## config.mk

```make
export PLATFORM = sky130hd
export DESIGN_NAME = if_fetch_unit
export DESIGN_NICKNAME = d
export VERILOG_FILES = /design/src/rtl/if_fetch_unit_pkg.sv /design/src/rtl/if_fetch_unit_inst_fifo.sv /design/src/rtl/if_fetch_unit.sv
export SDC_FILE = /design/constraint.sdc
export NUM_CORES = 1
export LEC_CHECK = 0
export ABC_AREA = 1
export CAP_MARGIN = 20
export CORE_MARGIN = 2
export CORE_UTILIZATION = 45
export CTS_CLUSTER_DIAMETER = 40
export DETAILED_ROUTE_END_ITERATION = 16
export PLACE_DENSITY = 0.73
export SLEW_MARGIN = 30
export SYNTH_ARGS = -nofsm -noshare
export SYNTH_HDL_FRONTEND = slang
export SYNTH_HIERARCHICAL = 1
export SYNTH_SLANG_ARGS = --single-unit
```

## constraint.sdc

```tcl
create_clock -name clk -period 6.15 [get_ports clk]
set_clock_uncertainty 0.2 [all_clocks]
set_input_delay 1.23 -clock clk [delete_from_list [all_inputs] [get_ports clk]]
set_output_delay 1.23 -clock clk [all_outputs]
set_load 0.05 [all_outputs]
```

## src/rtl/if_fetch_unit_pkg.sv

```systemverilog
`default_nettype none
// ============================================================================
// Module  : if_fetch_unit_pkg
// Brief   : Shared widths, constants and buffer entry type for the
//           instruction fetch stage.
// Revision: 1.0 - initial release
// ============================================================================
package if_fetch_unit_pkg;

  localparam int c_xlen = 32;

  // addi x0,x0,0 : shown to decode whenever no instruction is valid
  localparam logic [c_xlen-1:0] c_nop_inst = 32'h0000_0013;
  localparam logic [c_xlen-1:0] c_reset_pc = 32'h0000_0000;

  typedef logic [c_xlen-1:0] addr_t;
  typedef logic [c_xlen-1:0] inst_t;

  // One buffered fetch: the word and the PC it was read from
  typedef struct packed {
    addr_t pc;
    inst_t inst;
  } fetch_entry_t;

  localparam int c_entry_w = $bits(fetch_entry_t);

endpackage
`default_nettype wire

```

## src/rtl/if_fetch_unit_inst_fifo.sv

```systemverilog
`default_nettype none
// ============================================================================
// Module  : if_inst_fifo
// Brief   : Synchronous FIFO holding fetched {pc, inst} entries, with a
//           flush input and an occupancy count for credit accounting.
// Revision: 1.0 - initial release
// ============================================================================
module if_inst_fifo #(
  parameter int WIDTH = 64,
  parameter int DEPTH = 2,
  localparam int AW = (DEPTH > 1) ? $clog2(DEPTH) : 1,
  localparam int CW = AW + 1
) (
  input  logic             clk,
  input  logic             rst,
  input  logic             i_flush,
  input  logic             i_push,
  input  logic [WIDTH-1:0] i_push_data,
  input  logic             i_pop,
  output logic [WIDTH-1:0] o_head,
  output logic [CW-1:0]    o_count
);

  logic [WIDTH-1:0] r_mem [DEPTH];
  logic [AW-1:0]    r_wr_ptr;
  logic [AW-1:0]    r_rd_ptr;
  logic [CW-1:0]    r_count;

  // Pointer and occupancy bookkeeping; flush empties the buffer outright
  always_ff @(posedge clk or negedge rst) begin
    if (!rst) begin
      r_wr_ptr <= '0;
      r_rd_ptr <= '0;
      r_count  <= '0;
    end else if (i_flush) begin
      r_wr_ptr <= '0;
      r_rd_ptr <= '0;
      r_count  <= '0;
    end else begin
      if (i_push) r_wr_ptr <= r_wr_ptr + AW'(1);
      if (i_pop)  r_rd_ptr <= r_rd_ptr + AW'(1);
      r_count <= r_count + CW'(i_push) - CW'(i_pop);
    end
  end

  // Storage array; contents need no reset because the count gates validity
  always_ff @(posedge clk) begin
    if (i_push && !i_flush) r_mem[r_wr_ptr] <= i_push_data;
  end

  assign o_head  = r_mem[r_rd_ptr];
  assign o_count = r_count;

endmodule
`default_nettype wire

```

## src/rtl/if_fetch_unit.sv

```systemverilog
`default_nettype none
// ============================================================================
// Module  : if_fetch_unit
// Brief   : Instruction fetch stage. Owns the PC, issues one ROM read per
//           cycle under credit control, buffers {pc, inst} and hands them to
//           decode over valid/ready. Redirects flush the buffer and bump an
//           epoch so stale ROM responses are discarded.
// Options : FETCH_PERF_CNT_EN - adds fetch/flush/stall performance counters.
// Revision: 1.0 - initial release
// ============================================================================
module if_fetch_unit
  import if_fetch_unit_pkg::*;
#(
  parameter logic [31:0] RESET_PC   = c_reset_pc,
  parameter int          FIFO_DEPTH = 2,
  parameter logic [31:0] NOP_INST   = c_nop_inst
) (
  input  logic        clk,
  input  logic        rst,
  output logic        rom_req_o,
  output logic [31:0] rom_addr_o,
  input  logic [31:0] rom_data_i,
  input  logic        jump_en_i,
  input  logic [31:0] jump_addr_i,
  input  logic        hold_i,
  output logic        id_valid_o,
  input  logic        id_ready_i,
  output logic [31:0] id_inst_o,
`ifdef FETCH_PERF_CNT_EN
  output logic [31:0] perf_fetch_cnt_o,
  output logic [31:0] perf_flush_cnt_o,
  output logic [31:0] perf_stall_cnt_o,
`endif
  output logic [31:0] id_pc_o
);

  localparam int AW = (FIFO_DEPTH > 1) ? $clog2(FIFO_DEPTH) : 1;
  localparam int CW = AW + 1;
  localparam logic [CW:0] c_depth = (CW+1)'(FIFO_DEPTH);
  localparam logic [31:0] c_pc_init = {RESET_PC[31:2], 2'b00};

  logic [31:0]   r_pc;
  logic          r_inflight;
  logic          r_epoch;
  logic          r_req_epoch;
  logic [31:0]   r_req_addr;

  logic [CW-1:0] w_count;
  fetch_entry_t  w_head;
  fetch_entry_t  w_push_entry;
  logic          w_valid;
  logic          w_pop;
  logic          w_push;
  logic          w_issue;
  logic [CW:0]   w_credit;
  logic          w_unused_ok;

  assign w_valid = (w_count != '0);
  assign w_pop   = w_valid & id_ready_i;

  // Slots committed after this cycle: buffered + in flight, minus the one
  // decode takes now. Counting the pop lets a full buffer keep streaming.
  assign w_credit = {1'b0, w_count} + (CW+1)'(r_inflight) - (CW+1)'(w_pop);

  // rst is folded in so the strobe drops the moment reset asserts
  assign w_issue = rst & ~hold_i & ~jump_en_i & (w_credit < c_depth);

  // A response is kept only if no redirect happened since it was issued;
  // a redirect in the response cycle itself also drops it
  assign w_push = r_inflight & (r_req_epoch == r_epoch) & ~jump_en_i;

  assign w_push_entry.pc   = r_req_addr;
  assign w_push_entry.inst = rom_data_i;

  // Low target bits are discarded by word alignment
  assign w_unused_ok = ^jump_addr_i[1:0];

  if_inst_fifo #(
    .WIDTH (c_entry_w),
    .DEPTH (FIFO_DEPTH)
  ) u_fifo (
    .clk         (clk),
    .rst         (rst),
    .i_flush     (jump_en_i),
    .i_push      (w_push),
    .i_push_data (w_push_entry),
    .i_pop       (w_pop),
    .o_head      (w_head),
    .o_count     (w_count)
  );

  // PC, epoch and in-flight request tracking; redirect takes priority
  always_ff @(posedge clk or negedge rst) begin
    if (!rst) begin
      r_pc        <= c_pc_init;
      r_inflight  <= 1'b0;
      r_epoch     <= 1'b0;
      r_req_epoch <= 1'b0;
      r_req_addr  <= '0;
    end else begin
      r_inflight <= w_issue;
      if (jump_en_i) begin
        r_epoch <= ~r_epoch;
        r_pc    <= {jump_addr_i[31:2], 2'b00};
      end else if (w_issue) begin
        r_pc        <= r_pc + 32'd4;
        r_req_epoch <= r_epoch;
        r_req_addr  <= r_pc;
      end
    end
  end

  assign rom_req_o  = w_issue;
  assign rom_addr_o = r_pc;
  assign id_valid_o = w_valid;
  assign id_inst_o  = w_valid ? w_head.inst : NOP_INST;
  assign id_pc_o    = w_valid ? w_head.pc   : 32'h0;

`ifdef FETCH_PERF_CNT_EN
  logic [31:0] r_perf_fetch;
  logic [31:0] r_perf_flush;
  logic [31:0] r_perf_stall;

  // Free-running wrap-around event counters
  always_ff @(posedge clk or negedge rst) begin
    if (!rst) begin
      r_perf_fetch <= '0;
      r_perf_flush <= '0;
      r_perf_stall <= '0;
    end else begin
      if (w_push)               r_perf_fetch <= r_perf_fetch + 32'd1;
      if (jump_en_i)            r_perf_flush <= r_perf_flush + 32'd1;
      if (!w_valid && !hold_i)  r_perf_stall <= r_perf_stall + 32'd1;
    end
  end

  assign perf_fetch_cnt_o = r_perf_fetch;
  assign perf_flush_cnt_o = r_perf_flush;
  assign perf_stall_cnt_o = r_perf_stall;
`else
  // Performance counters are not built in this configuration
`endif

endmodule
`default_nettype wire

```

==> flow_summary_export.csv, run 1 <==
group,metric,value,unit
routing,wl,18.7,mm
global_route,grt_first_pass_wirelength,30.9,mm
place,hpwl,13.0,mm
pwr,vdd_drop_max,0.208,mV
worst_hold_path,min_from,"r_req_addr[2]",
routing,ant_nets,0,
worst_setup_path,r2r_start,"u_fifo/o_count[1]",
routing,via_per_inst,4.70,
place,finalWeightedCongestion,0.833,
worst_setup_path,crit_type,"input pin to output pin",
worst_setup_path,crit_family,"simple AND/OR/NAND/NOR gates",
yosys,yosysMostFrequentCell,"nand2_1",
worst_setup_path,cp_slowest_cell,"fa_1",
global_route,grt_use_total,0.184,
routing,route.detailed.drc,0,
sta,timing.slew.headroom,0.442,
place,place_area,0.0110,mm²
routing,num_vias,6304,
global_route,grt_start_max_net_pins,79,
worst_setup_path,end_kind,"output pin",
pwr,p_per_area,431,mW/mm²
worst_setup_path,slowest_delay,0.49,ns
worst_setup_path,critical_path_arrival,3.61,ns
sta,worst_slew_pin_slew,0.837,ns
worst_setup_path,cp_max_fo,4,
yosys,synth_area_leaders,"edfxtp_1 42%, dfrtp_1 18%, nand2_1 7.4%, nor2_1 6.5%, mux2_4 6.2%",
yosys,syn_area,0.00913,mm²
sta,finalSetupViolations,0,
yosys,ys.flop_type,"edfxtp_1",
clock_tree,htreeDepth,4,
yosys,seq_area_frac_synth,0.605,
yosys,syn_inst,894,
worst_setup_path,r2r_slack,2.39,ns
worst_setup_path,required,4.72,ns
sta,hold_viol_final,0,
clock_tree,tritoncts,"done",
clock_tree,clk_path_buf_depth,2,
floorplanning,die_area,0.0214,mm²
finish,n_antenna_cell,0,
finish,final_area,0.0116,mm²
worst_setup_path,worstReg2RegEnd,"rom_addr_o[13]",
worst_setup_path,crit_chain,"clkdlybuf4s50_1 -> inv_1 -> nor2_1 -> ha_1 -> or2_2 -> fa_1 -> nand2_1 -> nor2_4 -> nand2_4 -> inv_1 -> buf_12",
sta,drv_slew,0,
worst_hold_path,hp-class,"register to register",
clock_tree,cts_root_buf,"clkbuf_16",
yosys,yosysTopAreaCell,"edfxtp_1",
finish,drive_above_1_share,0.121,
worst_setup_path,crit_path_frequent_cell,"inv_1",
finish,fin_nets,1131,
worst_hold_path,hold_path_end,"u_fifo/r_mem[1][34]",
sta,fin_crit,5.04,ns
floorplanning,core-area,0.0201,mm²
finish,n_fill_cell,1694,
yosys,synth_area_per_cell,10.2,µm²
run_status,run_status,"complete, no violations",
yosys,synth_top_area_frac,0.421,
floorplanning,die_x,146,µm
job,maxCapViolations,0,
worst_hold_path,holdPathStages,0,
clock_tree,cts-hold-fix-buffers,0,
yosys,synth-warning-count,6,
yosys,synth_cell_types,28,
yosys,synth_edf_count,128,
clock_tree,cts_buffers,17,
worst_setup_path,startpoint,"id_ready_i",
global_route,grt_pass1_vias,6168,
worst_setup_path,start_kind,"input pin",
pwr,total_leakage_power,0.00485,µW
clock_tree,cts_setup_buffers,0,
floorplanning,die_h,146,µm
pwr,p_total,5000,µW
finish,multi_input_comb_area,0.00292,mm²
floorplanning,io_pins,167,
yosys,synth.ff_latch_count,195,
floorplanning,rows,52,
clock_tree,path_clk_slew,0.07,ns
sta,finalCritPeriodShare,0.819,
sta,grt_setup_unrepaired,"false",
worst_setup_path,reg2reg_depth,13,
sta,fmaxAchievable,0.198,GHz
yosys,postSynth.asyncResetShare,0.344,
clock_tree,clock_latency,0.43,ns
worst_setup_path,path_buf_inv,4,
floorplanning,start_util,0.454,
finish,regArea,0.00552,mm²
routing,wl_per_cell,14.0,µm
routing,dr.first_iter.drc_count,362,
yosys,synth_common_cells,"179 x nand2_1, 158 x nor2_1, 137 x inv_1",
global_route,grt_antenna_before_repair,0,
clock_tree,cts_sinks,195,
clock_tree,cts_resized,0,
place,io_buffers,162,
sta,tns,0,ns
routing,drtPass1Iterations,5,
finish,synthToLayoutAreaGrowth,27.1,%
global_route,grt_overflow,0,
-- metrics by stage --
stage / setup WS [ns] / instances / hold slack (ns) / utilization
after global placement: 1.12 / 1307 / 0.251 / 0.547
final: 1.11 / 1340 / 0.275 / 0.577
after detailed placement: 1.11 / 1308 / 0.257 / 0.548
after CTS: 1.10 / 1340 / 0.276 / 0.577
after global routing: 0.963 / 1340 / 0.295 / 0.577
after floorplan: 0.813 / 899 / 0.242 / -
-- cell usage in the layout, fill, tap and decap left out, types with 4 or more instances in the layout --
| cell type | n |
|---|---|
| nor2_1 | 155 |
| o211ai_1 | 7 |
| nor2_4 | 6 |
| nand2_1 | 179 |
| conb_1 | 6 |
| dfrtp_1 | 66 |
| or2_2 | 6 |
| ha_1 | 4 |
| edfxtp_1 | 128 |
| clkbuf_16 | 18 |
| nand3_1 | 63 |
| inv_1 | 137 |
| clkdlybuf4s50_1 | 160 |
| o21ai_0 | 27 |
| nor2_2 | 4 |
| mux2_4 | 38 |
| buf_4 | 9 |
| mux2_2 | 26 |
| inv_6 | 7 |
-- area by class of cell --
cell class | instances | share of cell area
multi-input combinational | 533 | 0.251
sequential | 195 | 0.476
clock inverter | 14 | 0.0116
clock buffer | 18 | 0.0388
inverter | 138 | 0.0451
timing repair buffer | 172 | 0.148
tap | 270 | 0.0291
-- flip-flops by register name, summed over array words and instances (netlist names) --
signal	cells
r_epoch	1
u_fifo/r_mem	128
u_fifo/o_count	2
rom_addr_o	30
r_req_addr	30
u_fifo/r_rd_ptr	1
r_req_epoch	1
r_inflight	1
u_fifo/r_wr_ptr	1
-- metal layers --
metal  vias up  wire (µm)  global-route usage
li1       3198          -                   -
met1      2884       8320               0.242
met2       194       9030               0.309
met3        28       1040              0.0388
met4         0        332              0.0553
met5         -          0                   0
-- where the power goes --
part / total (µW) / internal [µW] / switching (µW)
registers: 1830 / 1620 / 204
logic: 2100 / 724 / 1370
clock network: 1080 / 562 / 515
total: 5000 / 2910 / 2090
-- worst max path at each step --
stage | slack, ns | end | cells after the start
after floorplan | 0.81 | u_fifo/r_mem[0][0] | 5
after global placement | 1.12 | rom_req_o | 11
after detailed placement | 1.11 | rom_req_o | 11
after CTS | 1.10 | rom_req_o | 11
after global routing | 0.96 | rom_req_o | 11
final | 1.11 | rom_req_o | 11
-- cell families (layout without fill, tap and decap cells) --
| family | Yosys count | count (layout) | share of synthesized area |
|---|---|---|---|
| AOI/OAI and AO/OA | 37 | 37 | 0.0222 |
| xor gates and xnor gates | 2 | 2 | 0.00192 |
| other | 1 | 6 | 0.000411 |
| DFF | 195 | 195 | 0.605 |
| muxes | 64 | 64 | 0.0946 |
| buffers and inverters | 171 | 342 | 0.0806 |
| adders and majority gates | 5 | 5 | 0.00767 |
| and+or+nand+nor | 419 | 419 | 0.188 |
-- worst reg2reg max path: cells and delay by family, from the launching register on --
family,cells,cell delay (ns)
AOI/OAI and AO/OA,1,0.31
buffers and inverters,2,0.63
DFF,1,0.51
and+or+nand+nor,8,1.33
adders and majority gates,2,0.72
(Power assumes the default switching activity.)
==> inputs of run 2 (changes only) <==
- PLACE_DENSITY: 0.73 -> 0.76
- clock period: 6.15 -> 4.05 ns (I/O delays scaled with it)
==> flow_summary_export.csv, run 2 (same netlist as run 1, synthesis figures left out) <==
group,metric,value,unit
run_status,run_status,"complete, no violations",
global_route,gr-max-usage-layer,"met2",
sta,hold_viol_final,0,
pwr,combPwrFrac,0.416,
finish,n_antenna_cell,0,
pwr,p_per_area,661,mW/mm²
finish,n_fill_cell,1658,
place,dp_slack,-0.151,ns
global_route,gr-usage-met1,0.253,
place,placed_cells,1314,
pwr,vdd_drop_max,0.344,mV
pwr,power_frac_seq,0.359,
routing,num_vias,6461,
global_route,grt_use_total,0.186,
clock_tree,path_clk_slew,0.07,ns
finish,final_cell_mix,"178 x nand2_1, 160 x clkdlybuf4s50_1, 154 x nor2_1",
worst_setup_path,r2r_slack,0.85,ns
clock_tree,tritoncts,"done",
pwr,swShare,0.408,
clock_tree,clk_path_buf_depth,2,
pwr,total_leakage_power,0.00489,µW
sta,holdWs,0.234,ns
clock_tree,cts-hold-fix-buffers,0,
floorplanning,die_x,146,µm
pwr,p_int,4590,µW
finish,drive_above_1_share,0.128,
routing,route.detailed.drc,0,
floorplanning,core-area,0.0201,mm²
routing,dr.first_iter.drc_count,409,
floorplanning,io_pins,167,
finish,final_common_cell,"nand2_1",
finish,largest_reg_flops,128,
pwr,clockPowerShare,0.224,
place,io_buffers,162,
clock_tree,cts_root_buf,"clkbuf_16",
worst_setup_path,end_kind,"output pin",
worst_hold_path,hp-class,"input pin to async pin",
finish,synthToLayoutAreaGrowth,28.5,%
place,hpwl,13.3,mm
floorplanning,rows,52,
global_route,grt_pass1_vias,6278,
worst_setup_path,critical_path_arrival,2.96,ns
global_route,grtUsageMet2,0.303,
global_route,grt_overflow,0,
sta,fin_crit,3.97,ns
pwr,switching_power,3170,µW
global_route,grt_use_met3,0.0384,
routing,drtPass1Iterations,5,
finish,fin_cells,1348,
clock_tree,htreeDepth,4,
sta,finalSetupViolations,0,
sta,setup_ws,0.0782,ns
worst_setup_path,required,3.04,ns
clock_tree,clock_latency,0.43,ns
routing,ant_nets,0,
worst_setup_path,start_kind,"input pin",
place,finalWeightedCongestion,0.869,
routing,wl_per_cell,14.3,µm
worst_setup_path,cp_max_fo,3,
global_route,grt_first_pass_wirelength,31.5,mm
floorplanning,die_h,146,µm
sta,fmaxAchievable,0.252,GHz
routing,wl,19.2,mm
sta,finalCritPeriodShare,0.981,
floorplanning,start_util,0.454,
global_route,grt_antenna_before_repair,0,
job,maxCapViolations,0,
sta,worst_slew_pin_slew,0.681,ns
global_route,grt_start_max_net_pins,68,
finish,top_register,"u_fifo/r_mem",
clock_tree,cts_sinks,195,
finish,fin_nets,1139,
clock_tree,cts_buffers,17,
floorplanning,die_area,0.0214,mm²
worst_setup_path,crit_type,"input pin to output pin",
sta,timing.slew.headroom,0.546,
sta,drv_slew,0,
routing,via_per_inst,4.79,
## run 2: cell count changes in the layout (fill, tap and decap cells not counted), sizes merged
cell	before	now
clkinv	6	2
clkbuf	18	20
bufinv	0	3
inv	146	142
clkinvlp	0	3
buf	12	20
## run 2: cell type report
| cell class | instances | area (µm²) | area share |
|---|---|---|---|
| clock inverters | 12 | 169 | 0.0144 |
| well taps | 270 | 338 | 0.0288 |
| inverters | 138 | 527 | 0.0449 |
| repair buffers | 180 | 1810 | 0.154 |
| clock buffers | 20 | 447 | 0.0381 |
| multi-input cells | 533 | 2930 | 0.249 |
| flip-flops and latches | 195 | 5520 | 0.471 |
## run 2: path summary, 6_finish.rpt
check | startpoint | endpoint | cells past startpoint
worst max-delay path | id_ready_i | rom_req_o | 11
worst min-delay path | rst | rom_addr_o[5] | 2
worst min register to register | r_req_addr[11] | u_fifo/r_mem[1][43] | 0
max in group asynchronous | rst | u_fifo/r_rd_ptr | 3
min in group clk | r_req_addr[11] | u_fifo/r_mem[1][43] | 0
worst max register to register | u_fifo/o_count[1] | rom_addr_o[26] | 13
## run 2: critical path, cell delays in order
cell	delay (ns)
clkdlybuf4s50_1	0.46
inv_1	0.06
nor2_4	0.11
ha_1	0.23
or2_2	0.31
fa_1	0.51
nand2_2	0.07
nor2_4	0.10
nand2_4	0.06
clkinvlp_4	0.11
buf_12	0.14
## run 2: power by group through the flow
| stage | Clock, µW | Combinational (µW) | Sequential (µW) |
|---|---|---|---|
| floorplan | 0 | 2080 | 2910 |
| detailed placement | 0 | 3220 | 2830 |
| global placement | 0 | 3200 | 2810 |
| CTS | 1780 | 3250 | 2790 |
| finish | 1740 | 3230 | 2790 |
| global route | 1870 | 3460 | 2830 |
## run 2: through the flow
step | util | total power, µW | area, µm² | setup TNS [ns]
6_report | 0.584 | 7760 | 11700 | 0
3_5_place_dp | 0.551 | 6050 | 11100 | -0.170
3_3_place_gp | 0.551 | 6000 | 11100 | -0.150
5_1_grt | 0.584 | 8160 | 11700 | -0.000888
4_1_cts | 0.582 | 7820 | 11700 | 0
2_1_floorplan | - | 4990 | 9150 | -110.53
## run 2: layer usage
metal  share of wire  up-vias
li1                -     3193
met1            0.46     3040
met2            0.47      201
met3           0.050       27
met4           0.017        0
met5               0        -
## run 2: repair_timing
item,in CTS,in global routing
setup buffers,0,1
pin swaps,0,2
setup endpoints to repair,1,1
gates cloned,0,0
gates resized for setup,3,1
==> inputs of run 3 (changes only) <==
- CELL_PAD_IN_SITES_DETAIL_PLACEMENT: not set -> 0
- CELL_PAD_IN_SITES_GLOBAL_PLACEMENT: not set -> 1
- CORE_UTILIZATION: 45 -> 37
- PLACE_DENSITY: 0.76 -> 0.8
==> flow_summary_export.csv, run 3 (same netlist as run 1, synthesis figures left out) <==
group,metric,value,unit
pwr,p_int,4510,µW
worst_setup_path,crit_type,"input pin to output pin",
floorplanning,die_h,161,µm
sta,holdWs,0.0910,ns
clock_tree,tritoncts,"done",
clock_tree,cts_root_buf,"clkbuf_16",
worst_setup_path,cp_max_fo,2,
sta,finalSetupViolations,0,
finish,n_antenna_cell,0,
routing,via_per_inst,4.44,
global_route,grt_first_pass_wirelength,32.3,mm
clock_tree,clock_latency,0.42,ns
pwr,combPwrFrac,0.422,
finish,final_common_cell,"nand2_1",
floorplanning,core-area,0.0242,mm²
sta,grt_setup_unrepaired,"false",
global_route,grt_start_max_net_pins,66,
floorplanning,rows,57,
sta,drv_slew,0,
pwr,total_leakage_power,0.00487,µW
sta,finalCritPeriodShare,0.973,
clock_tree,cts_sinks,195,
floorplanning,die_area,0.0259,mm²
clock_tree,cts_buffers,17,
finish,final_cell_mix,"179 x nand2_1, 160 x clkdlybuf4s50_1, 154 x nor2_1",
place,finalWeightedCongestion,0.830,
global_route,grt_antenna_before_repair,0,
routing,route.detailed.drc,0,
routing,dr.first_iter.drc_count,342,
floorplanning,die_x,161,µm
pwr,p_per_area,652,mW/mm²
routing,wl_per_cell,14.3,µm
sta,hold_viol_final,0,
sta,timing.slew.headroom,0.521,
routing,wl,20.1,mm
clock_tree,clk_path_buf_depth,2,
finish,largest_reg_flops,128,
worst_setup_path,critical_path_arrival,2.93,ns
worst_setup_path,end_kind,"output pin",
finish,drive_above_1_share,0.127,
global_route,grt_overflow,0,
finish,fin_nets,1139,
worst_setup_path,required,3.04,ns
routing,ant_nets,0,
clock_tree,cts-hold-fix-buffers,0,
pwr,power_frac_seq,0.362,
worst_hold_path,hp-class,"input pin to async pin",
pwr,vdd_drop_max,0.294,mV
sta,tns,0,ns
finish,top_register,"u_fifo/r_mem",
job,maxCapViolations,0,
sta,worst_slew_pin_slew,0.719,ns
clock_tree,cts_setup_buffers,0,
worst_setup_path,start_kind,"input pin",
place,io_buffers,162,
pwr,swShare,0.412,
pwr,clockPowerShare,0.216,
run_status,run_status,"complete, no violations",
place,hpwl,13.9,mm
clock_tree,htreeDepth,4,
floorplanning,start_util,0.377,
sta,fin_crit,3.94,ns
finish,synthToLayoutAreaGrowth,28.7,%
global_route,grt_use_total,0.160,
global_route,grt_pass1_vias,6127,
clock_tree,path_clk_slew,0.07,ns
worst_setup_path,reg2reg_depth,13,
sta,fmaxAchievable,0.254,GHz
routing,drtPass1Iterations,4,
floorplanning,io_pins,167,
routing,num_vias,6222,
pwr,switching_power,3160,µW
## run 3: timing repair
| item | 4_1_cts | 5_1_grt |
|---|---|---|
| gates cloned | 0 | 0 |
| resized for setup | 2 | 1 |
| pin swaps | 0 | 2 |
| endpoints found under the setup margin | 1 | 1 |
## run 3: power groups by stage
stage / Combinational, µW / Clock, µW / Sequential, µW
2_1_floorplan: 2080 / 0 / 2910
5_1_grt: 3480 / 1780 / 2820
4_1_cts: 3280 / 1710 / 2780
6_report: 3240 / 1650 / 2780
3_5_place_dp: 3260 / 0 / 2820
3_3_place_gp: 3240 / 0 / 2800
## run 3: metrics by stage
| step | utilization | setup WS, ns | instance area, µm² | total power (µW) | std cells |
|---|---|---|---|---|---|
| floorplan | - | -0.867 | 9150 | 4990 | 899 |
| global placement | 0.461 | -0.0627 | 11200 | 6040 | 1370 |
| detailed placement | 0.461 | -0.0824 | 11200 | 6080 | 1370 |
| CTS | 0.485 | 0.0192 | 11800 | 7770 | 1402 |
| global route | 0.485 | 0.0109 | 11800 | 8090 | 1402 |
| finish | 0.485 | 0.111 | 11800 | 7670 | 1402 |
## run 3: worst paths after layout
check,start,endpoint,slack [ns]
max,id_ready_i,rom_req_o,0.11
min,rst,rom_addr_o[6],0.09
max reg2reg,u_fifo/o_count[1],rom_addr_o[28],0.92
min reg2reg,r_req_addr[11],u_fifo/r_mem[1][43],0.28
max in group asynchronous,rst,u_fifo/r_rd_ptr,2.45
min in group clk,r_req_addr[11],u_fifo/r_mem[1][43],0.28
## run 3: final cells by class
class                           instances  area [µm²]
Fill cell                            2266       12500
Sequential cell                       195        5520
Multi-Input combinational cell        533        2920
Timing Repair Buffer                  180        1800
Inverter                              138         526
Clock buffer                           19         433
Tap cell                              324         405
Clock inverter                         13         149
## run 3: routing by layer
metal	share of wire	vias to the layer above	GRT usage
met5	0	-	0
met4	0.0042	0	0.0394
met3	0.034	4	0.0316
met2	0.48	118	0.266
met1	0.48	2896	0.216
li1	-	3204	-
## run 3: worst max-delay path, cell delays in order
cell	delay (ns)
clkdlybuf4s50_1	0.46
inv_1	0.05
nor2_2	0.11
ha_1	0.23
or2_2	0.30
fa_1	0.49
nand2_1	0.09
nor2_4	0.12
nand2_4	0.06
inv_4	0.07
buf_12	0.13
